<file path="config.mk">
export PLATFORM = sky130hd
export DESIGN_NAME = mem_arbiter_flat
export DESIGN_NICKNAME = d
export VERILOG_FILES = /design/src/rtl/raptorv_pkg.sv /design/src/rtl/mem_arbiter_if.sv /design/src/rtl/arb_timeout.sv /design/src/rtl/mem_arbiter.sv /design/src/flat_wrapper.sv
export SDC_FILE = /design/constraint.sdc
export NUM_CORES = 1
export LEC_CHECK = 0
export ABC_AREA = 1
export CAP_MARGIN = 20
export CORE_AREA = 2 2 136 98
export DETAILED_ROUTE_END_ITERATION = 7
export DIE_AREA = 0 0 138 100
export PLACE_DENSITY = 0.86
export SYNTH_ARGS = -nofsm -noshare
export SYNTH_HDL_FRONTEND = slang
export SYNTH_SLANG_ARGS = --single-unit
</file>
<file path="constraint.sdc">
create_clock -name clk -period 2.7 [get_ports clk]
set_input_delay 0.405 -clock clk [delete_from_list [all_inputs] [get_ports clk]]
set_output_delay 0.405 -clock clk [all_outputs]
set_load 0.02 [all_outputs]
</file>
<file path="src/rtl/raptorv_pkg.sv">
// rtl/raptorv_pkg.sv - shared types and constants for the memory arbiter slice
//
// Purpose: arbiter FSM state encoding, machine word width and the registered
// bus request record shared by mem_arbiter and its interface.
// Ports: none (package).
package raptorv_pkg;

  localparam int XLEN = 32;

  typedef enum logic [1:0] {
    IDLE = 2'd0,
    INST = 2'd1,
    DATA = 2'd2
  } arb_state_t;

  // Everything that must stay stable on the bus while mem_req is high.
  typedef struct packed {
    logic            we;
    logic [XLEN-1:0] addr;
    logic [XLEN-1:0] wdata;
  } mem_req_t;

endpackage

</file>
<file path="src/rtl/mem_arbiter_if.sv">
// rtl/mem_arbiter_if.sv - single-port word-wide memory bus between arbiter and memory
//
// Purpose: groups the memory-side request/acknowledge handshake.
// Signals:
//   mem_req   request, held until mem_ack
//   mem_we    1 = write, 0 = read
//   mem_addr  word address
//   mem_wdata write data
//   mem_ack   one-cycle completion from memory
//   mem_rdata read data, valid with mem_ack
// Modports: master (arbiter side), slave (memory side).
interface mem_arbiter_if;
  import raptorv_pkg::*;

  logic            mem_req;
  logic            mem_we;
  logic [XLEN-1:0] mem_addr;
  logic [XLEN-1:0] mem_wdata;
  logic            mem_ack;
  logic [XLEN-1:0] mem_rdata;

  modport master (
    output mem_req, mem_we, mem_addr, mem_wdata,
    input  mem_ack, mem_rdata
  );

  modport slave (
    input  mem_req, mem_we, mem_addr, mem_wdata,
    output mem_ack, mem_rdata
  );

endinterface

</file>
<file path="src/rtl/arb_timeout.sv">
// rtl/arb_timeout.sv - wait counter and expiry compare for hung bus accesses
//
// Purpose: counts cycles a request waits without acknowledge and flags the
// cycle in which the count would reach TIMEOUT.
// Ports:
//   clk, rst_l  clock, asynchronous active-low reset
//   clear       restart the count (asserted on grant)
//   active      request high and no acknowledge this cycle
//   expire      this waiting cycle is the TIMEOUT-th one
module arb_timeout #(
  parameter int TIMEOUT = 255
) (
  input  logic clk,
  input  logic rst_l,
  input  logic clear,
  input  logic active,
  output logic expire
);

  localparam int CW = $clog2(TIMEOUT + 1);

  logic [CW-1:0] cnt;

  always_ff @(posedge clk or negedge rst_l) begin
    if (!rst_l) begin
      cnt <= '0;
    end else if (clear) begin
      cnt <= '0;
    end else if (active) begin
      cnt <= cnt + 1'b1;
    end
  end

  // Fires on the last permitted waiting cycle so mem_req is high for exactly
  // TIMEOUT cycles before it drops.
  assign expire = active && (cnt == CW'(TIMEOUT - 1));

endmodule

</file>
<file path="src/rtl/mem_arbiter.sv">
// rtl/mem_arbiter.sv - fetch/data arbiter onto a single-port memory bus
//
// Purpose: serialises instruction-fetch and data requests onto one memory
// bus, alternating on ties, holding the request stable until mem_ack.
// Optional feature macro: MEM_ARBITER_TIMEOUT_EN (abort after TIMEOUT cycles).
// Ports:
//   clk, rst_l                                   clock, async active-low reset
//   inst_re, inst_addr -> inst, inst_vld         fetch port
//   data_access, data_we, data_addr, wr_data
//     -> rd_data, data_vld                       data port
//   bus (mem_arbiter_if.master)                  memory bus
//   bus_err                                      one-cycle abort pulse
module mem_arbiter
  import raptorv_pkg::*;
#(
  parameter int TIMEOUT = 255
) (
  input  logic             clk,
  input  logic             rst_l,
  input  logic             inst_re,
  input  logic [XLEN-1:0]  inst_addr,
  output logic [XLEN-1:0]  inst,
  output logic             inst_vld,
  input  logic             data_access,
  input  logic             data_we,
  input  logic [XLEN-1:0]  data_addr,
  input  logic [XLEN-1:0]  wr_data,
  output logic [XLEN-1:0]  rd_data,
  output logic             data_vld,
  mem_arbiter_if.master    bus,
  output logic             bus_err
);

  arb_state_t      state;
  mem_req_t        req_q;
  logic            mem_req_q;
  logic            last_inst;
  logic [XLEN-1:0] inst_q;
  logic [XLEN-1:0] rd_q;
  logic            inst_vld_q;
  logic            data_vld_q;
  logic            err_q;

  logic inst_pend;
  logic data_pend;
  logic grant_data;
  logic grant_inst;
  logic expire;

  // A port whose completion pulse is showing is still holding its old
  // request this cycle, so it is masked; the other port may be granted.
  assign inst_pend  = inst_re && !inst_vld_q;
  assign data_pend  = data_access && !data_vld_q;
  assign grant_data = (state == IDLE) && data_pend && (!inst_pend || last_inst);
  assign grant_inst = (state == IDLE) && inst_pend && !grant_data;

`ifdef MEM_ARBITER_TIMEOUT_EN
  arb_timeout #(
    .TIMEOUT (TIMEOUT)
  ) u_timeout (
    .clk    (clk),
    .rst_l  (rst_l),
    .clear  (grant_data || grant_inst),
    .active (mem_req_q && !bus.mem_ack),
    .expire (expire)
  );
`else
  logic [31:0] unused_timeout;
  assign unused_timeout = 32'(TIMEOUT);
  assign expire         = 1'b0;
`endif

  always_ff @(posedge clk or negedge rst_l) begin
    if (!rst_l) begin
      state      <= IDLE;
      last_inst  <= 1'b1;
      req_q      <= '0;
      mem_req_q  <= 1'b0;
      inst_q     <= '0;
      rd_q       <= '0;
      inst_vld_q <= 1'b0;
      data_vld_q <= 1'b0;
      err_q      <= 1'b0;
    end else begin
      inst_vld_q <= 1'b0;
      data_vld_q <= 1'b0;
      err_q      <= 1'b0;
      case (state)
        IDLE: begin
          if (grant_data) begin
            state       <= DATA;
            last_inst   <= 1'b0;
            req_q.we    <= data_we;
            req_q.addr  <= data_addr;
            req_q.wdata <= wr_data;
            mem_req_q   <= 1'b1;
          end else if (grant_inst) begin
            state       <= INST;
            last_inst   <= 1'b1;
            req_q.we    <= 1'b0;
            req_q.addr  <= inst_addr;
            req_q.wdata <= '0;
            mem_req_q   <= 1'b1;
          end
        end
        INST: begin
          // An acknowledge coinciding with expiry completes normally.
          if (bus.mem_ack) begin
            mem_req_q  <= 1'b0;
            inst_vld_q <= 1'b1;
            inst_q     <= bus.mem_rdata;
            state      <= IDLE;
          end else if (expire) begin
            mem_req_q  <= 1'b0;
            inst_vld_q <= 1'b1;
            err_q      <= 1'b1;
            inst_q     <= '0;
            state      <= IDLE;
          end
        end
        DATA: begin
          if (bus.mem_ack) begin
            mem_req_q  <= 1'b0;
            data_vld_q <= 1'b1;
            if (!req_q.we) begin
              rd_q <= bus.mem_rdata;
            end
            state <= IDLE;
          end else if (expire) begin
            mem_req_q  <= 1'b0;
            data_vld_q <= 1'b1;
            err_q      <= 1'b1;
            rd_q       <= '0;
            state      <= IDLE;
          end
        end
        default: state <= IDLE;
      endcase
    end
  end

  assign bus.mem_req   = mem_req_q;
  assign bus.mem_we    = req_q.we;
  assign bus.mem_addr  = req_q.addr;
  assign bus.mem_wdata = req_q.wdata;
  assign inst          = inst_q;
  assign inst_vld      = inst_vld_q;
  assign rd_data       = rd_q;
  assign data_vld      = data_vld_q;
  assign bus_err       = err_q;

endmodule
</file>
<file path="src/flat_wrapper.sv">
// flat-port wrapper written by rule: the top's interface ports become plain ports
module mem_arbiter_flat import raptorv_pkg::*;
#(
  parameter int TIMEOUT = 255
)
  (clk, rst_l, inst_re, inst_addr, inst, inst_vld, data_access, data_we, data_addr, wr_data, rd_data, data_vld, bus_err, bus_mem_req, bus_mem_we, bus_mem_addr, bus_mem_wdata, bus_mem_ack, bus_mem_rdata);
  mem_arbiter_if bus_i ();
  input  logic clk;
  input  logic rst_l;
  input  logic inst_re;
  input  logic [XLEN-1:0] inst_addr;
  output logic [XLEN-1:0] inst;
  output logic inst_vld;
  input  logic data_access;
  input  logic data_we;
  input  logic [XLEN-1:0] data_addr;
  input  logic [XLEN-1:0] wr_data;
  output logic [XLEN-1:0] rd_data;
  output logic data_vld;
  output logic bus_err;
  output wire logic [$bits(bus_i.mem_req)-1:0] bus_mem_req;
  output wire logic [$bits(bus_i.mem_we)-1:0] bus_mem_we;
  output wire logic [$bits(bus_i.mem_addr)-1:0] bus_mem_addr;
  output wire logic [$bits(bus_i.mem_wdata)-1:0] bus_mem_wdata;
  input wire logic [$bits(bus_i.mem_ack)-1:0] bus_mem_ack;
  input wire logic [$bits(bus_i.mem_rdata)-1:0] bus_mem_rdata;
  assign bus_mem_req = bus_i.mem_req;
  assign bus_mem_we = bus_i.mem_we;
  assign bus_mem_addr = bus_i.mem_addr;
  assign bus_mem_wdata = bus_i.mem_wdata;
  assign bus_i.mem_ack = bus_mem_ack;
  assign bus_i.mem_rdata = bus_mem_rdata;
  mem_arbiter #(.TIMEOUT(TIMEOUT)) u_core (.clk(clk), .rst_l(rst_l), .inst_re(inst_re), .inst_addr(inst_addr), .inst(inst), .inst_vld(inst_vld), .data_access(data_access), .data_we(data_we), .data_addr(data_addr), .wr_data(wr_data), .rd_data(rd_data), .data_vld(data_vld), .bus(bus_i), .bus_err(bus_err));
endmodule
</file>
Yosys cells after proc, flatten, opt, wreduce, memory -nomap -nowiden --
Cells that the tools add are included. Widths: inputs -> output; s select.
Operators by class: reduce and logical (&&, ||, !) cells 20, equality and inequality tests 4, bitwise operators 1, multiplexer cells 14
Operators by type and width (number):
- $mux 65 | 2
- $mux 1 | 7
- $logic_and 1x1->1 | 6
- $mux 2 | 3
- $reduce_and 2->1 | 3
- $reduce_and 3->1 | 2
- $logic_not 1->1 | 4
- $pmux 2 s2 | 1
- $reduce_bool 2->1 | 2
- $ne 3x1->1 const B | 1
- $eq 2x1->1 const B | 1
- $eq 2x2->1 const B | 1
- $logic_not 2->1 | 1
- $ne 2x1->1 const B | 1
- $pmux 1 s2 | 1
- $reduce_or 2->1 | 1
- $logic_or 1x1->1 | 1
- $not 1->1 | 1
Storage, ports and cells: register bits 135, output and inout port bits 133

Depth between registers and ports, before layout --
Gate-level depths: netlist of the first run.
word-level depth 10, mapped depth 10

Least setup slack after synthesis of the first run --
No wires, ideal clock.
path kind register -> register, start point register u_core.state[0], end point register u_core.req_q, in the netlist u_core.bus.mem_wdata[10], stages on the path, launching flop included 11, setup slack 1212 ps, library setup time 117 ps, clock period less this slack 1488 ps, arrival 1371 ps, cell sequence dfrtp_1 -> inv_1 -> ha_1 -> nand2_1 -> nor2_4 -> nand2_4 -> nand2_4 -> inv_4 -> buf_2 -> nand2_1 -> nand2_1
On the way: longest elaborated chain between the ends 7, elaborated cells on any way between the ends 9
RTL lines:
- start, declared | RTL line mem_arbiter.sv:34 | arb_state_t state;
- start signal, assigned | RTL line mem_arbiter.sv:75 | state <= IDLE;
- start signal, assigned | RTL line mem_arbiter.sv:91 | state <= DATA;
- start signal, assigned | RTL line mem_arbiter.sv:98 | state <= INST;
- $logic_not 2->1 * | RTL line mem_arbiter.sv:54, mem_arbiter.sv:55, mem_arbiter.sv:88
- $logic_and 1x1->1 (2 in a row) | RTL line mem_arbiter.sv:54 | assign grant_data = (state == IDLE) && data_pend && (!inst_pend || last_inst);
- $logic_not 1->1 | RTL line mem_arbiter.sv:55 | assign grant_inst = (state == IDLE) && inst_pend && !grant_data;
- $logic_and 1x1->1 | RTL line mem_arbiter.sv:55
- $reduce_bool 2->1 (no line)
- $reduce_and 2->1 (no line)
- end, declared | RTL line mem_arbiter.sv:35 | mem_req_t req_q;
Mark *: on every way between the ends. The rest lies on a longest branch, timed or not. A chain may end at the register's enable or synchronous reset.

Worst setup path after layout of the first run --
start point register u_core.state[0], end point register u_core.req_q, in the netlist u_core.bus.mem_addr[7]
Same word-level chain as after synthesis.

==> qor.txt, run 1 <==
commonest non-fill, non-tap cell in the layout -> clkdlybuf4s50_1
RePlAce Congestion -> 0.804
maximum VDD drop -> 728 uV
Reg-to-Reg Start -> u_core.state[0]$_DFFE_PN0P_
Power Dens Cells -> 1250 mW/mm^2
outcome -> complete, no violations
final period utilization -> 0.704
fmax -> 0.526 GHz
area grow syn2layout -> 62.6%
setup slack, reg-to-reg -> 800 ps
max incr delay on CP -> 400 ps
Synth Instances -> 597
number of remaining DRC errors -> 0
WL/cell -> 14.4 um
Worst-Margin Slew -> 640 ps
NumNets Final -> 995
postcts setup bufs -> 0
DIE AREA -> 0.0138 sq mm
share of the synthesized area in the top cell type -> 0.617
Max-slew headroom -> 0.574
sequential area share after synthesis -> 0.622
port bufs -> 265
global route overflow -> 0
CP startpoint -> u_core.state[0]$_DFFE_PN0P_
Top Ports -> 267
setup TNS -> 0 ps
clock period minus worst slack -> 1900 ps
Via density -> 4.73
CTS Buffer Depth -> 2
critical path required time -> 3030 ps
Final Hold Fails -> 0
share of cells above drive strength 1 -> 0.0563
CTS sink cnt -> 135
initial antenna violation count -> 0
Critical Path Sink Type -> flip-flop
Reg2Reg Capture Point -> u_core.bus.mem_addr[7]$_DFFE_PN0P_
Ys Warns -> 0
via count -> 4,902
crit-path cells -> inv_1 > ha_1 > nand2_1 > nor2_4 > nand2_4 > inv_2 > buf_4 > nand2_1 > nand3_1
Fill cells -> 1,017
DRT antenna net count -> 0
fin. max-slew vios -> 0
Critical-path top delay cell -> dfrtp_1
worst hold stages -> 2
non-filler cells, final -> 1,036
first-pass GRT wire length -> 24,500 um
vias in the first global route -> 4,802
area of the multi-input gates -> 0.00167 sq mm
CORE AREA -> 0.0127 sq mm
largest net degree at the start of global routing -> 66
leakage power -> 4.21 nW
Avg Synthesized Cell Area -> 9.10 sq um
gr usage total -> 0.221
Netlist cell types -> 20
die span in y -> 100 um
final setup fails -> 0
critical path startpoint category -> flip-flop
Die W -> 138 um
most frequent cells in the layout -> 264 x clkdlybuf4s50_1, 234 x nand2_1, 134 x dfrtp_1
CP most frequent cell -> nand2_1
Max Cap Viol -> 0
critical setup path kind -> flip-flop to flip-flop
drt first pass iters -> 7
total CTS buffers -> 17
RSZ-0062 raised after global routing -> no
row count -> 35
worst skew pair latency -> 400 ps
Initial Util -> 0.428
Hold WC Path Type -> flip-flop to flip-flop
register area -> 0.00338 sq mm
post-synthesis cell area -> 0.00543 sq mm
ant diodes -> 0
post-DP HPWL -> 10,800 um
clock root buffer -> clkbuf_16
register bit total from synthesis -> 135
worst path arrival time -> 2230 ps
CTS tree -> done
critical path fanouts, max -> 27
Worst-path clk slew -> 60 ps
1st-iter DRT viols -> 295
drt total wl -> 15,000 um
placed cells -> 1,003
htree depth -> 4
Worst Hold Path EP -> u_core.bus.mem_wdata[5]$_DFFE_PN0P_
cell taking the most area after synthesis -> dfrtp_1
Layout Skew -> 8.57 ps
Worst Reg-to-Reg Cells -> 9
hold_sp -> u_core.bus.mem_wdata[5]$_DFFE_PN0P_
syn nets -> 735
main area contributors after synthesis -> dfrtp_1 62%, nand2_1 16%, nand3_1 6.4%
-- where the power goes --
part | switching (mW) | internal (mW) | leakage, nW
registers | 0.532 | 2.98 | 1.69
clock network | 0.915 | 1.51 | 0.310
logic | 2.81 | 2.31 | 2.21
total | 4.26 | 6.80 | 4.21
-- layer usage --
metal,share of wire,wire length [um],global-route usage,vias up
met5,0,0,0,-
met4,0.011,159,0.0565,0
met3,0.082,1230,0.0825,13
met2,0.47,7040,0.364,195
met1,0.44,6530,0.279,2286
li1,-,-,-,2408
-- synthesized netlist by cell type, drive strengths merged --
library cell / instances
a21oi: 2
dfstp: 1
buf: 20
clkbuf: 13
ha: 4
dfrtp: 134
conb: 1
nor2: 2
o21ai: 66
nand2: 238
inv: 46
nand3: 70
-- how the worst max path moves through the flow --
stage                                                       to  slack, ps  cells after the start
after floorplan           u_core.bus.mem_wdata[10]$_DFFE_PN0P_       1210                     10
after CTS                                             inst_vld        780                      1
after detailed placement   u_core.bus.mem_addr[15]$_DFFE_PN0P_        670                      8
after global routing        u_core.bus.mem_addr[7]$_DFFE_PN0P_        620                      9
final                       u_core.bus.mem_addr[7]$_DFFE_PN0P_        800                      9
after global placement     u_core.bus.mem_addr[28]$_DFFE_PN0P_        730                      7
-- cell type report --
type | instances | share of cell area
Tap cell | 166 | 0.0235
Multi-Input combinational cell | 383 | 0.189
Inverter | 46 | 0.0198
Clock inverter | 14 | 0.0212
Clock buffer | 18 | 0.0497
Timing Repair Buffer | 274 | 0.314
Sequential cell | 135 | 0.382
-- metrics by stage --
stage	total power [mW]	hold slack, ps	util	cell area (sq um)	worst slack [ps]
after global placement	8.55	385	0.646	8200	725
after global routing	11.7	495	0.696	8840	625
after detailed placement	8.70	388	0.646	8200	669
final	11.1	467	0.696	8840	798
after CTS	11.2	474	0.696	8840	782
after floorplan	6.19	109	-	5430	1210
-- sequential cells by signal, summed over array words and instances (netlist names) --
signal and count:
u_core.rd_data 32, u_core.data_vld 1, u_core.last_inst 1, u_core.state 2, u_core.bus.mem_wdata 32, u_core.inst 32
u_core.inst_vld 1, u_core.bus.mem_addr 32, u_core.bus.mem_req 1, u_core.bus.mem_we 1
-- what timing repair did --
item / CTS / global route
resized for setup: 0 / 0
hold endpoints to repair: 52 / 0
hold buffers: 1 / 0
-- logic make-up (layout without fill, tap and decap cells) --
family | Yosys count | after routing | synth area share
simple gates | 310 | 310 | 0.234
flops | 135 | 135 | 0.622
buf+inv | 79 | 352 | 0.0711
compound gates | 68 | 68 | 0.0626
fa+ha+maj | 4 | 4 | 0.00921
other cells | 1 | 1 | 0.000690
-- worst max-delay path, delay by kind of cell, from the launching register on --
family	cells	cell delay, ps
and+or+nand+nor	5	460
DFF	1	400
adders and majority gates	1	230
buffers and inverters	3	730
No activity file was read; power rests on OpenSTA's default activity.
==> inputs of run 2 (changes only) <==
CORE_AREA = 2 2 141 102   (was 2 2 136 98)
DIE_AREA = 0 0 143 104   (was 0 0 138 100)
PLACE_DENSITY = 0.8   (was 0.86)
clock period = 1.95 ns   (was 2.7 ns; I/O delays follow)
==> run 2 against run 1 <==
Net effect: total power increased by 39%; fmax increased by 7.0%; critical endpoint is now u_core.bus.mem_addr[21]$_DFFE_PN0P_; worst hold slack got worse by 90 ps.
==> qor.txt, run 2 (same netlist as run 1, synthesis figures left out) <==
number of remaining DRC errors -> 0
first-pass GRT wire length -> 24,500 um
placed cells -> 1,029
NumNets Final -> 997
CTS sink cnt -> 135
Placement Setup Slack -> 45.5 ps
outcome -> complete, no violations
worst skew pair latency -> 410 ps
total CTS buffers -> 17
area of the multi-input gates -> 0.00167 sq mm
most frequent cells in the layout -> 264 x clkdlybuf4s50_1, 234 x nand2_1, 134 x dfrtp_1
row count -> 36
drt first pass iters -> 4
final setup fails -> 0
clock root buffer -> clkbuf_16
drt total wl -> 15,300 um
PnR worst setup slack -> 173 ps
RSZ-0062 raised after global routing -> no
Reg2Reg Capture Point -> u_core.bus.mem_addr[21]$_DFFE_PN0P_
Top Ports -> 267
global route overflow -> 0
via count -> 4,847
Power Dens Cells -> 1730 mW/mm^2
ant diodes -> 0
Reg-to-Reg Start -> u_core.state[0]$_DFFE_PN0P_
final period utilization -> 0.911
setup TNS -> 0 ps
RePlAce Congestion -> 0.838
WL/cell -> 14.4 um
Critical-path top delay cell -> dfrtp_1
design area -> 0.00890 sq mm
Worst Reg-to-Reg Cells -> 9
Hold WC Path Type -> primary input to async pin
Initial Util -> 0.401
max incr delay on CP -> 400 ps
initial antenna violation count -> 0
non-filler cells, final -> 1,062
CORE AREA -> 0.0136 sq mm
1st-iter DRT viols -> 200
post-DP HPWL -> 10,900 um
gr usage total -> 0.208
commonest non-fill, non-tap cell in the layout -> clkdlybuf4s50_1
worst path arrival time -> 2120 ps
Die W -> 143 um
htree depth -> 4
fmax -> 0.563 GHz
Critical Path Sink Type -> flip-flop
Max Cap Viol -> 0
Placement Cell Area -> 0.00826 sq mm
fin. max-slew vios -> 0
Layout Skew -> 9.77 ps
critical path required time -> 2290 ps
Fill cells -> 1,090
critical path startpoint category -> flip-flop
DRT antenna net count -> 0
port bufs -> 265
die span in y -> 104 um
clock period minus worst slack -> 1780 ps
hold slack -> 377 ps
area grow syn2layout -> 63.8%
vias in the first global route -> 4,836
Final Hold Fails -> 0
critical path fanouts, max -> 33
CTS Buffer Depth -> 2
CTS tree -> done
Worst-path clk slew -> 60 ps
largest net degree at the start of global routing -> 66
Via density -> 4.56
setup slack, reg-to-reg -> 170 ps
leakage power -> 4.21 nW
crit-path cells -> inv_1 > ha_1 > nand2_1 > nor2_4 > nand2_4 > nand2_4 > buf_4 > nand3_1 > nand3_1
share of cells above drive strength 1 -> 0.0562
register area -> 0.00338 sq mm
critical setup path kind -> flip-flop to flip-flop
DIE AREA -> 0.0149 sq mm
maximum VDD drop -> 872 uV
postcts setup bufs -> 0
-- run 2: metal layers --
| metal | up-vias | share of wire | track usage |
|---|---|---|---|
| met5 | - | 0 | 0 |
| met4 | 0 | 0.019 | 0.0665 |
| met3 | 24 | 0.092 | 0.0741 |
| met2 | 187 | 0.46 | 0.332 |
| met1 | 2238 | 0.43 | 0.264 |
| li1 | 2398 | - | - |
-- run 2: how the worst max path moves through the flow --
stage                                start                                   end  slack [ps]  cells past startpoint
2_1_floorplan  u_core.state[0]$_DFFE_PN0P_  u_core.bus.mem_wdata[10]$_DFFE_PN0P_         460                     10
3_3_place_gp                       inst_re   u_core.bus.mem_addr[21]$_DFFE_PN0P_          90                      8
3_5_place_dp                       inst_re    u_core.bus.mem_addr[4]$_DFFE_PN0P_          50                      7
4_1_cts        u_core.state[0]$_DFFE_PN0P_    u_core.bus.mem_addr[4]$_DFFE_PN0P_         140                      9
5_1_grt        u_core.state[0]$_DFFE_PN0P_   u_core.bus.mem_addr[21]$_DFFE_PN0P_          20                      9
6_report       u_core.state[0]$_DFFE_PN0P_   u_core.bus.mem_addr[21]$_DFFE_PN0P_         170                      9
-- run 2: repair_timing --
| action | 4_1_cts | 5_1_grt |
|---|---|---|
| endpoints found under the setup margin | 0 | 12 |
| hold buffers | 1 | 0 |
| hold endpoints to repair | 34 | 0 |
| resized for setup | 0 | 1 |
-- run 2: where the power goes --
part | internal [mW] | switching, mW | total [mW]
Sequential | 4.13 | 0.728 | 4.86
Combinational | 3.22 | 3.93 | 7.15
Clock | 2.16 | 1.25 | 3.41
Total | 9.51 | 5.91 | 15.4
-- run 2: through the flow --
step / power, mW / util
after floorplan: 8.58 / -
after global placement: 11.9 / 0.609
after detailed placement: 12.1 / 0.609
after CTS: 15.6 / 0.656
after global routing: 16.4 / 0.656
final: 15.4 / 0.656
-- run 2: final cells by class --
type,count,share of cell area
Clock inverter,13,0.0221
Inverter,46,0.0200
Sequential cell,135,0.380
Tap cell,190,0.0267
Clock buffer,19,0.0487
Multi-Input combinational cell,383,0.188
Timing Repair Buffer,276,0.315
-- run 2: worst max-delay path, delay by kind of cell, from the launching register on --
| kind | cells | cell delay (ps) |
|---|---|---|
| adders and majority gates | 1 | 210 |
| buffers and inverters | 2 | 430 |
| DFF | 1 | 400 |
| and+or+nand+nor | 6 | 650 |
==> inputs of run 3 (changes only) <==
CAP_MARGIN = default   (was 20)
==> results of run 3 <==
Same layout as run 2: the final DEF is identical, and so are final timing and power.
